**config.mk**
```make
export PLATFORM = sky130hd
export DESIGN_NAME = uart_time_reporter
export DESIGN_NICKNAME = d
export VERILOG_FILES = /design/src/rtl/uart_time_reporter_pkg.sv /design/src/rtl/uart_time_reporter_bin2bcd_99.sv /design/src/rtl/uart_time_reporter.sv
export SDC_FILE = /design/constraint.sdc
export NUM_CORES = 1
export LEC_CHECK = 0
export ABC_AREA = 1
export CORE_MARGIN = 2
export CORE_UTILIZATION = 35
export DETAILED_ROUTE_END_ITERATION = 10
export PLACE_DENSITY = 0.64
export SLEW_MARGIN = 20
export SYNTH_ARGS = -nofsm -noshare
export SYNTH_HDL_FRONTEND = slang
export SYNTH_HIERARCHICAL = 1
export SYNTH_SLANG_ARGS = --single-unit
```
**constraint.sdc**
```tcl
create_clock -name clk -period 2.45 [get_ports clk]
set_input_delay 0.735 -clock clk [delete_from_list [all_inputs] [get_ports clk]]
set_output_delay 0.735 -clock clk [all_outputs]
set_load 0.005 [all_outputs]
```
**src/rtl/uart_time_reporter_pkg.sv**
```systemverilog
// Shared constants for the UART time reporter: ASCII codes, FSM encoding and frame sizes.
package uart_time_reporter_pkg;

    localparam logic [7:0] ASC_0     = 8'h30;
    localparam logic [7:0] ASC_COLON = 8'h3A;
    localparam logic [7:0] ASC_DOT   = 8'h2E;
    localparam logic [7:0] ASC_CR    = 8'h0D;
    localparam logic [7:0] ASC_LF    = 8'h0A;

    localparam int unsigned FRAME_LEN_CRLF    = 13;
    localparam int unsigned FRAME_LEN_NO_CRLF = 11;

    localparam int unsigned IDX_W = 4;
    localparam int unsigned BIN_W = 7;
    localparam int unsigned BCD_W = 4;

    localparam logic [2:0] ST_IDLE      = 3'd0;
    localparam logic [2:0] ST_LOAD      = 3'd1;
    localparam logic [2:0] ST_SEND      = 3'd2;
    localparam logic [2:0] ST_WAIT_DONE = 3'd3;
    localparam logic [2:0] ST_FIN       = 3'd4;

    function automatic logic [7:0] ascii_digit(input logic [BCD_W-1:0] d);
        return ASC_0 + 8'(d);
    endfunction

endpackage

```
**src/rtl/uart_time_reporter_bin2bcd_99.sv**
```systemverilog
// Combinational 7-bit binary to two BCD digits; anything above 99 reads as 99.
module bin2bcd_99
    import uart_time_reporter_pkg::*;
(
    input  logic [BIN_W-1:0] i_bin,
    output logic [BCD_W-1:0] o_tens,
    output logic [BCD_W-1:0] o_ones
);

    logic [BIN_W-1:0] rem_c;

    // Compare ladder instead of a divider: the largest multiple of ten not above the input wins.
    always_comb begin
        o_tens = '0;
        rem_c  = i_bin;
        if (i_bin > BIN_W'(99)) begin
            o_tens = BCD_W'(9);
            rem_c  = BIN_W'(9);
        end else begin
            for (int unsigned k = 1; k <= 9; k++) begin
                if (i_bin >= BIN_W'(10 * k)) begin
                    o_tens = BCD_W'(k);
                    rem_c  = i_bin - BIN_W'(10 * k);
                end
            end
        end
        o_ones = BCD_W'(rem_c);
    end

endmodule

```
**src/rtl/uart_time_reporter.sv**
```systemverilog
// Snapshots the time on a report request and streams "HH:MM:SS.CC[CR LF]" to a byte UART transmitter.
module uart_time_reporter
    import uart_time_reporter_pkg::*;
#(
    parameter logic SEND_CRLF = 1'b1
) (
    input  logic       clk,
    input  logic       rst,
    input  logic       i_report,
    input  logic [4:0] i_hour,
    input  logic [5:0] i_min,
    input  logic [5:0] i_sec,
    input  logic [6:0] i_csec,
    input  logic       i_tx_busy,
    input  logic       i_tx_done,
    output logic       o_tx_start,
    output logic [7:0] o_tx_data,
    output logic       o_busy,
    output logic       o_frame_done
);

    localparam logic [IDX_W-1:0] LAST_IDX = SEND_CRLF ? IDX_W'(FRAME_LEN_CRLF - 1)
                                                      : IDX_W'(FRAME_LEN_NO_CRLF - 1);

    logic [2:0]       state_q, state_d;
    logic             report_q, report_d;
    logic             pending_q, pending_d;
    logic [IDX_W-1:0] idx_q, idx_d;
    logic [4:0]       hour_q, hour_d;
    logic [5:0]       min_q, min_d;
    logic [5:0]       sec_q, sec_d;
    logic [6:0]       csec_q, csec_d;
    logic             tx_start_q, tx_start_d;
    logic [7:0]       tx_data_q, tx_data_d;
    logic             busy_q, busy_d;
    logic             frame_done_q, frame_done_d;

    logic             req_c;
    logic [7:0]       char_c;
    logic [BCD_W-1:0] hour_t, hour_o, min_t, min_o, sec_t, sec_o, csec_t, csec_o;

    bin2bcd_99 u_bcd_hour (.i_bin(BIN_W'(hour_q)), .o_tens(hour_t), .o_ones(hour_o));
    bin2bcd_99 u_bcd_min  (.i_bin(BIN_W'(min_q)),  .o_tens(min_t),  .o_ones(min_o));
    bin2bcd_99 u_bcd_sec  (.i_bin(BIN_W'(sec_q)),  .o_tens(sec_t),  .o_ones(sec_o));
    bin2bcd_99 u_bcd_csec (.i_bin(BIN_W'(csec_q)), .o_tens(csec_t), .o_ones(csec_o));

    assign req_c = i_report & ~report_q;

    // Character for the current byte position, always taken from the snapshot.
    always_comb begin
        char_c = ASC_LF;
        case (idx_q)
            4'd0:    char_c = ascii_digit(hour_t);
            4'd1:    char_c = ascii_digit(hour_o);
            4'd2:    char_c = ASC_COLON;
            4'd3:    char_c = ascii_digit(min_t);
            4'd4:    char_c = ascii_digit(min_o);
            4'd5:    char_c = ASC_COLON;
            4'd6:    char_c = ascii_digit(sec_t);
            4'd7:    char_c = ascii_digit(sec_o);
            4'd8:    char_c = ASC_DOT;
            4'd9:    char_c = ascii_digit(csec_t);
            4'd10:   char_c = ascii_digit(csec_o);
            4'd11:   char_c = ASC_CR;
            default: char_c = ASC_LF;
        endcase
    end

    always_comb begin
        state_d      = state_q;
        report_d     = i_report;
        pending_d    = pending_q;
        idx_d        = idx_q;
        hour_d       = hour_q;
        min_d        = min_q;
        sec_d        = sec_q;
        csec_d       = csec_q;
        tx_start_d   = 1'b0;
        tx_data_d    = tx_data_q;
        busy_d       = busy_q;
        frame_done_d = 1'b0;

        case (state_q)
            ST_IDLE: begin
                if (req_c) state_d = ST_LOAD;
            end
            ST_LOAD: begin
                if (req_c) pending_d = 1'b1;
                hour_d  = i_hour;
                min_d   = i_min;
                sec_d   = i_sec;
                csec_d  = i_csec;
                idx_d   = '0;
                busy_d  = 1'b1;
                state_d = ST_SEND;
            end
            ST_SEND: begin
                if (req_c) pending_d = 1'b1;
                if (!i_tx_busy) begin
                    tx_start_d = 1'b1;
                    tx_data_d  = char_c;
                    state_d    = ST_WAIT_DONE;
                end
            end
            ST_WAIT_DONE: begin
                if (req_c) pending_d = 1'b1;
                if (i_tx_done) begin
                    if (idx_q == LAST_IDX) begin
                        frame_done_d = 1'b1;
                        busy_d       = 1'b0;
                        state_d      = ST_FIN;
                    end else begin
                        idx_d   = idx_q + IDX_W'(1);
                        state_d = ST_SEND;
                    end
                end
            end
            ST_FIN: begin
                // A request landing in this very cycle is served just like a latched one.
                if (pending_q || req_c) begin
                    pending_d = 1'b0;
                    state_d   = ST_LOAD;
                end else begin
                    state_d = ST_IDLE;
                end
            end
            default: state_d = ST_IDLE;
        endcase
    end

    always_ff @(posedge clk) begin
        if (rst) begin
            state_q      <= ST_IDLE;
            report_q     <= 1'b0;
            pending_q    <= 1'b0;
            idx_q        <= '0;
            hour_q       <= '0;
            min_q        <= '0;
            sec_q        <= '0;
            csec_q       <= '0;
            tx_start_q   <= 1'b0;
            tx_data_q    <= 8'h00;
            busy_q       <= 1'b0;
            frame_done_q <= 1'b0;
        end else begin
            state_q      <= state_d;
            report_q     <= report_d;
            pending_q    <= pending_d;
            idx_q        <= idx_d;
            hour_q       <= hour_d;
            min_q        <= min_d;
            sec_q        <= sec_d;
            csec_q       <= csec_d;
            tx_start_q   <= tx_start_d;
            tx_data_q    <= tx_data_d;
            busy_q       <= busy_d;
            frame_done_q <= frame_done_d;
        end
    end

    assign o_tx_start   = tx_start_q;
    assign o_tx_data    = tx_data_q;
    assign o_busy       = busy_q;
    assign o_frame_done = frame_done_q;

endmodule

```
==> flow_summary_export.csv, run 1 <==
group,metric,value,unit
status,outcome,"finished, final reports clean",
setup_path,crit_chain,"inv_1 > ha_1 > inv_1 > nor2_1 > nand2_1 > a21oi_1 > inv_1 > a21oi_1 > nand2_1 > nand2_1 > nand2_1 > a21oi_1 > nand4_1 > nand2_1 > nor2_1 > nand3_1 > nand2_1 > a21oi_2",
timing,report.final.slew_viol_count,0,
clock_tree,path_clk_slew,0.07,ns
detailed_routing,avgRoutedWirePerCell,11.8,um
pwr,cellLeakagePower,2.82,nW
setup_path,crit_arrival,2.50,ns
timing,skew,0.00546,ns
clock_tree,worstSkewPairLatency,0.29,ns
finish,layout-drive-gt1-share,10.9,%
yosys,synthArstFlopShare,0,%
pwr,powerDensity,574,mW/mm2
clock_tree,root_buffer,"clkbuf_16",
timing,setup_viol,0,
finish,antenna_cells_inserted,0,
setup_path,start_kind,"register",
yosys,yosys_warnings,6,
clock_tree,htreeDepth,2,
pwr,seq_power_share,26.8,%
yosys,yosysMostFrequentCell,"nand2_1",
finish,layout.nets,974,
pwr,comb_power_share,52.1,%
timing,period_minus_slack,2.27,ns
setup_path,cp-end-kind,"register",
min_path,holdPathEnd,"o_busy",
detailed_routing,via_count,5318,
floorplanning,row_count,42,
placed_design,place_inst,1082,
setup_path,worstSetupStartpoint,"sec_q[1]",
floorplanning,initial_core_util,36.1,%
yosys,synth_edf_count,0,
finish,final-instance-count-excl-fill,1090,
global_route,grt_antenna_before_repair,0,
clock_tree,cts_tree,"done",
pwr,p_int,0.00177,W
clock_tree,cts.repair.resized,0,
min_path,hp-start,"o_busy",
global_route,grt_pass1_vias,4750,
detailed_routing,dr.pass1.iters,5,
floorplanning,die_width,121,um
pwr,p_switching,0.00150,W
yosys,synthFlopType,"dfxtp_1",
clock_tree,cts_buffers,5,
timing,worst_pin_slew,0.619,ns
yosys,netlist_area,0.00482,mm2
detailed_routing,drt_wl_total,12900,um
setup_path,cp.required,2.68,ns
detailed_routing,post-route-drc-count,0,
detailed_routing,viasPerCell,4.88,
placed_design,gp_congestion,0.929,
global_route,grt-ovfl-total,0,
timing,slew_headroom,58.7,%
timing,period_share,92.7,%
timing,fmax,440,MHz
setup_path,r2r_cells,18,
setup_path,rr_startpoint,"sec_q[1]",
clock_tree,cts_hold_buf,0,
yosys,synth.distinct_cells,37,
floorplanning,boundaryPins,40,
setup_path,crit_type,"reg -> reg",
setup_path,slowest_delay,0.31,ns
global_route,grt_first_pass_wirelength,22000,um
min_path,min_path_cells,2,
setup_path,reg2reg_to,"o_tx_data[2]",
floorplanning,fp.dieH,121,um
detailed_routing,drtAntennaViolNets,0,
setup_path,cpMaxStageDelayCell,"dfxtp_1",
yosys,synthCells,844,
min_path,worstHoldPathType,"reg -> reg",
finish,syn_to_final_growth,18.2,%
placed_design,dpl.hpwl,10100,um
timing,hold_viol,0,
pwr,pwr-share-clk,21.1,%
floorplanning,die_area,0.0147,mm2
yosys,avgSynthCellArea,5.71,um2
placed_design,port_buffers,37,
placed_design,post_dp_cell_area,0.00553,mm2
yosys,ys_ff_latch,42,
clock_tree,clk_path_buf_depth,2,
yosys,synth_top_area_share,19.8,%
pwr,peakVddDrop,0.383,mV
yosys,seq_area_frac_synth,17.4,%
detailed_routing,drtIter0Drc,283,
pwr,p_sw_share,45.8,%
global_route,grt.total_usage,17.9,%
setup_path,critPathMaxFanout,3,
floorplanning,core,0.0133,mm2
global_route,grt_max_degree,28,
yosys,yosys-top-cells-area,"nand2_1 (20%), dfxtp_1 (17%), nand3_1 (8.9%), ha_1 (8.3%), inv_1 (8.2%)",
setup_path,crit_top_cell,"nand2_1",
setup_path,r2r_slack,0.18,ns
run,max_cap_viol_count,0,
yosys,synthTopCellsByCount,"nand2_1 (254), inv_1 (105), nor2_1 (94)",
timing,rsz0062_at_grt,"true",
yosys,yosysTopAreaCell,"nand2_1",
clock_tree,cts_sinks,42,
clock_tree,cts_setup_buffers,0,
finish,design_area,0.00570,mm2
[stage by stage]
stage                     TNS [ns]  utilization [%]  total power, W  worst slack [ns]  hold slack (ns)
final                            0             42.7         0.00327             0.179            0.477
after global routing       -0.0917             42.7         0.00357           -0.0545            0.484
after CTS                        0             42.6         0.00326            0.0276            0.477
after detailed placement         0             41.4         0.00256            0.0387            0.466
after global placement           0             41.4         0.00257            0.0360            0.457
after floorplan                  0                -         0.00212             0.350            0.436
[registers in the layout, summed over array words and instances, names as in the netlist]
name / flops
csec_q: 7
min_q: 6
o_tx_data: 6
sec_q: 6
hour_q: 5
idx_q: 4
state_q: 3
o_busy: 1
o_frame_done: 1
o_tx_start: 1
pending_q: 1
report_q: 1
[cell usage in the layout (no fill, tap or decap), drive strengths merged]
master         synthesis  layout
inv                  118     119
conb                   1      29
o21ai                 25      25
nand4                 20      20
nor2                 103     103
xnor2                  4       4
o21a                   7       7
clkinv                 1       2
a31oi                 13      13
o211ai                 4       4
clkdlybuf4s50          0      37
nor3                   3       3
dfxtp                 42      42
clkbuf                 5       5
clkinvlp               0       1
nor4                   4       4
xor2                   1       1
buf                   22      24
nand2                264     264
o22ai                  1       1
ha                    32      32
nand3                 95      95
a21oi                 79      79
[layout make-up]
class                      instances  area, um2
fill                            1466       7650
clock buffer                       5        125
tap                              176        220
timing repair buffer              61        551
multi-input combinational        684       3480
clock inverter                     3       25.0
sequential                        42        846
inverter                         119        457
[power groups by stage]
| stage | Clock, W | Combinational [W] | Sequential, W |
|---|---|---|---|
| CTS | 0.000706 | 0.00167 | 0.000876 |
| detailed placement | 0 | 0.00167 | 0.000891 |
| finish | 0.000691 | 0.00171 | 0.000878 |
| floorplan | 0 | 0.00125 | 0.000871 |
| global placement | 0 | 0.00167 | 0.000892 |
| global route | 0.000734 | 0.00194 | 0.000894 |
[worst max path at each step]
stage                         to  slack (ns)  depth (start not counted)
finish              o_tx_data[2]        0.18                         18
global route        o_tx_data[2]       -0.05                         18
CTS                 o_tx_data[3]        0.03                         24
detailed placement  o_tx_data[3]        0.04                         24
global placement    o_tx_data[3]        0.04                         24
floorplan           o_tx_data[1]        0.35                         20
[per-layer routing]
layer / share of wire (%) / track usage [%] / routed length [um]
met5: 0 / 0 / 0
met4: 1.6 / 5.60 / 201
met3: 3.6 / 2.07 / 461
met2: 46 / 30.5 / 5930
met1: 49 / 23.6 / 6260
[worst max-delay path, delay by kind of cell, from the launching register on]
family | cells | cell delay, ns
fa+ha+maj | 1 | 0.16
compound gates | 4 | 0.61
flops | 1 | 0.31
buf+inv | 3 | 0.31
simple gates | 10 | 0.83
[logic make-up (layout without fill, tap and decap cells)]
family,Yosys count,after routing,synth area share [%]
compound gates,129,129,15.7
xor+xnor,5,5,0.908
fa+ha+maj,32,32,8.30
buf+inv,146,188,12.9
flops,42,42,17.4
other cells,1,29,0.0778
simple gates,489,489,44.7
(Power assumes the default switching activity.)
==> inputs of run 2 (changes only) <==
--- a/config.mk
+++ b/config.mk
@@ -9,7 +9,9 @@
 export CORE_MARGIN = 2
 export CORE_UTILIZATION = 35
 export DETAILED_ROUTE_END_ITERATION = 10
-export PLACE_DENSITY = 0.64
+export DONT_BUFFER_PORTS = 1
+export PLACE_DENSITY = 0.46
+export REMOVE_ABC_BUFFERS = 1
 export SLEW_MARGIN = 20
 export SYNTH_ARGS = -nofsm -noshare
 export SYNTH_HDL_FRONTEND = slang
==> flow_summary_export.csv, run 2 (synthesis gave the netlist of run 1 again) <==
group,metric,value,unit
finish,largest-register,"csec_q",
timing,report.final.slew_viol_count,0,
pwr,peakVddDrop,0.295,mV
global_route,grt.total_usage,20.1,%
timing,period_minus_slack,2.24,ns
floorplanning,fp.dieH,121,um
clock_tree,cts_tree,"done",
finish,syn_to_final_growth,15.7,%
finish,ff_latch_area,861,um2
min_path,worstHoldPathType,"reg -> reg",
detailed_routing,avgRoutedWirePerCell,13.2,um
detailed_routing,drt_wl_total,14100,um
placed_design,pre_cts_ws,0.148,ns
setup_path,cp.required,2.68,ns
finish,layout.nets,951,
setup_path,cp-end-kind,"register",
clock_tree,clk_path_buf_depth,2,
setup_path,cpMaxStageDelayCell,"dfxtp_4",
detailed_routing,drtAntennaViolNets,0,
timing,layout_setup_ws,0.213,ns
global_route,grt_antenna_before_repair,0,
pwr,cellLeakagePower,2.75,nW
finish,fillers,1508,
pwr,p_sw_share,45.9,%
pwr,p_int,0.00180,W
detailed_routing,drtIter0Drc,349,
setup_path,crit_arrival,2.47,ns
finish,largest_register_ffs,7,
detailed_routing,via_count,5329,
finish,layout_common_cells,"nand2_1 (244), inv_1 (94), nor2_1 (87)",
timing,fmax,447,MHz
detailed_routing,post-route-drc-count,0,
timing,slew_headroom,57.5,%
pwr,powerDensity,598,mW/mm2
timing,setup_viol,0,
setup_path,crit_chain,"buf_4 > ha_1 > nand2_1 > nand2_1 > a21oi_1 > inv_1 > a21oi_1 > nand2_1 > nand2_1 > nand2_1 > a21oi_1 > nand4_1 > nand2_1 > nor2_1 > nand3_1 > nand2_1 > a21oi_2",
detailed_routing,viasPerCell,5.00,
clock_tree,cts_sinks,42,
setup_path,crit_type,"reg -> reg",
finish,layout-drive-gt1-share,17.4,%
pwr,comb_power_share,53.8,%
clock_tree,path_clk_slew,0.06,ns
timing,worst_pin_slew,0.637,ns
timing,hold_ws,0.481,ns
floorplanning,initial_core_util,36.1,%
finish,layout_commonest_cell,"nand2_1",
global_route,grt_first_pass_wirelength,24100,um
timing,hold_viol,0,
clock_tree,worstSkewPairLatency,0.29,ns
placed_design,gp_congestion,0.889,
clock_tree,root_buffer,"clkbuf_16",
placed_design,post_dp_cell_area,0.00521,mm2
floorplanning,row_count,42,
finish,final_core_util,41.8,%
detailed_routing,dr.pass1.iters,5,
placed_design,dpl.hpwl,10900,um
pwr,seq_power_share,26.6,%
pwr,pwr-share-clk,19.6,%
run,max_cap_viol_count,0,
finish,antenna_cells_inserted,0,
setup_path,start_kind,"register",
finish,multi_input_area,0.00359,mm2
setup_path,slowest_delay,0.36,ns
setup_path,crit_top_cell,"nand2_1",
placed_design,port_buffers,0,
clock_tree,htreeDepth,2,
floorplanning,boundaryPins,40,
global_route,grt_pass1_vias,5120,
timing,period_share,91.3,%
clock_tree,cts_hold_buf,0,
floorplanning,die_width,121,um
clock_tree,cts_buffers,5,
setup_path,worst-path-buf-inv,2,
floorplanning,die_area,0.0147,mm2
pwr,p_switching,0.00153,W
floorplanning,core,0.0133,mm2
finish,design_area,0.00558,mm2
setup_path,critPathTopFamily,"simple AND/OR/NAND/NOR gates",
global_route,grt-ovfl-total,0,
global_route,grt_max_degree,36,
setup_path,critPathMaxFanout,5,
status,outcome,"finished, final reports clean",
timing,skew,0.00680,ns
-- run 2: cell count changes in the layout (fill, tap and decap cells not counted), sizes merged --
| cell | delta |
|---|---|
| clkdlybuf4s50 | -37 |
| inv | -1 |
| clkbuf | +1 |
| buf | +14 |
| clkinv | -1 |
-- run 2: power by group through the flow --
| stage | clock (W) | sequential [W] | combinational [W] |
|---|---|---|---|
| detailed placement | 0 | 0.000890 | 0.00164 |
| floorplan | 0 | 0.000903 | 0.00116 |
| CTS | 0.000679 | 0.000875 | 0.00165 |
| global placement | 0 | 0.000892 | 0.00166 |
| finish | 0.000654 | 0.000887 | 0.00179 |
| global route | 0.000705 | 0.000905 | 0.00205 |
-- run 2: worst paths after layout --
check	start	endpoint	slack, ns	depth (start not counted)
worst max-delay path	csec_q[1]	o_tx_data[2]	0.21	17
worst min-delay path	o_busy	o_busy	0.48	2
worst max register to register	csec_q[1]	o_tx_data[2]	0.21	17
worst min register to register	o_busy	o_busy	0.48	2
-- run 2: what timing repair did --
action                                  CTS  global route
setup buffers                             0             7
endpoints found under the setup margin    0             3
gates resized for setup                   0            67
-- run 2: metrics by stage --
step / TNS, ns / total power (W) / cells
after floorplan: 0 / 0.00206 / 845
after global placement: 0 / 0.00255 / 1052
after detailed placement: 0 / 0.00253 / 1052
after CTS: 0 / 0.00321 / 1059
after global routing: -0.0194 / 0.00366 / 1066
final: 0 / 0.00333 / 1066
-- run 2: area by class of cell --
class | count | area share (%)
Timing Repair Buffer | 38 | 5.52
Inverter | 119 | 8.23
Multi-Input combinational cell | 684 | 64.4
Clock buffer | 6 | 2.31
Tap cell | 176 | 3.95
Clock inverter | 1 | 0.135
Sequential cell | 42 | 15.4
-- run 2: worst min-delay path, stage by stage, from the launching register on --
cell and delay [ns]:
dfxtp_1 0.32, nand2_1 0.07, a21oi_1 0.05
-- run 2: routing by layer --
layer | global-route usage (%) | vias to the layer above | wire (um)
li1 | - | 2782 | -
met1 | 25.8 | 2421 | 6560
met2 | 35.3 | 101 | 6860
met3 | 1.93 | 25 | 336
met4 | 6.11 | 0 | 301
met5 | 0 | - | 0
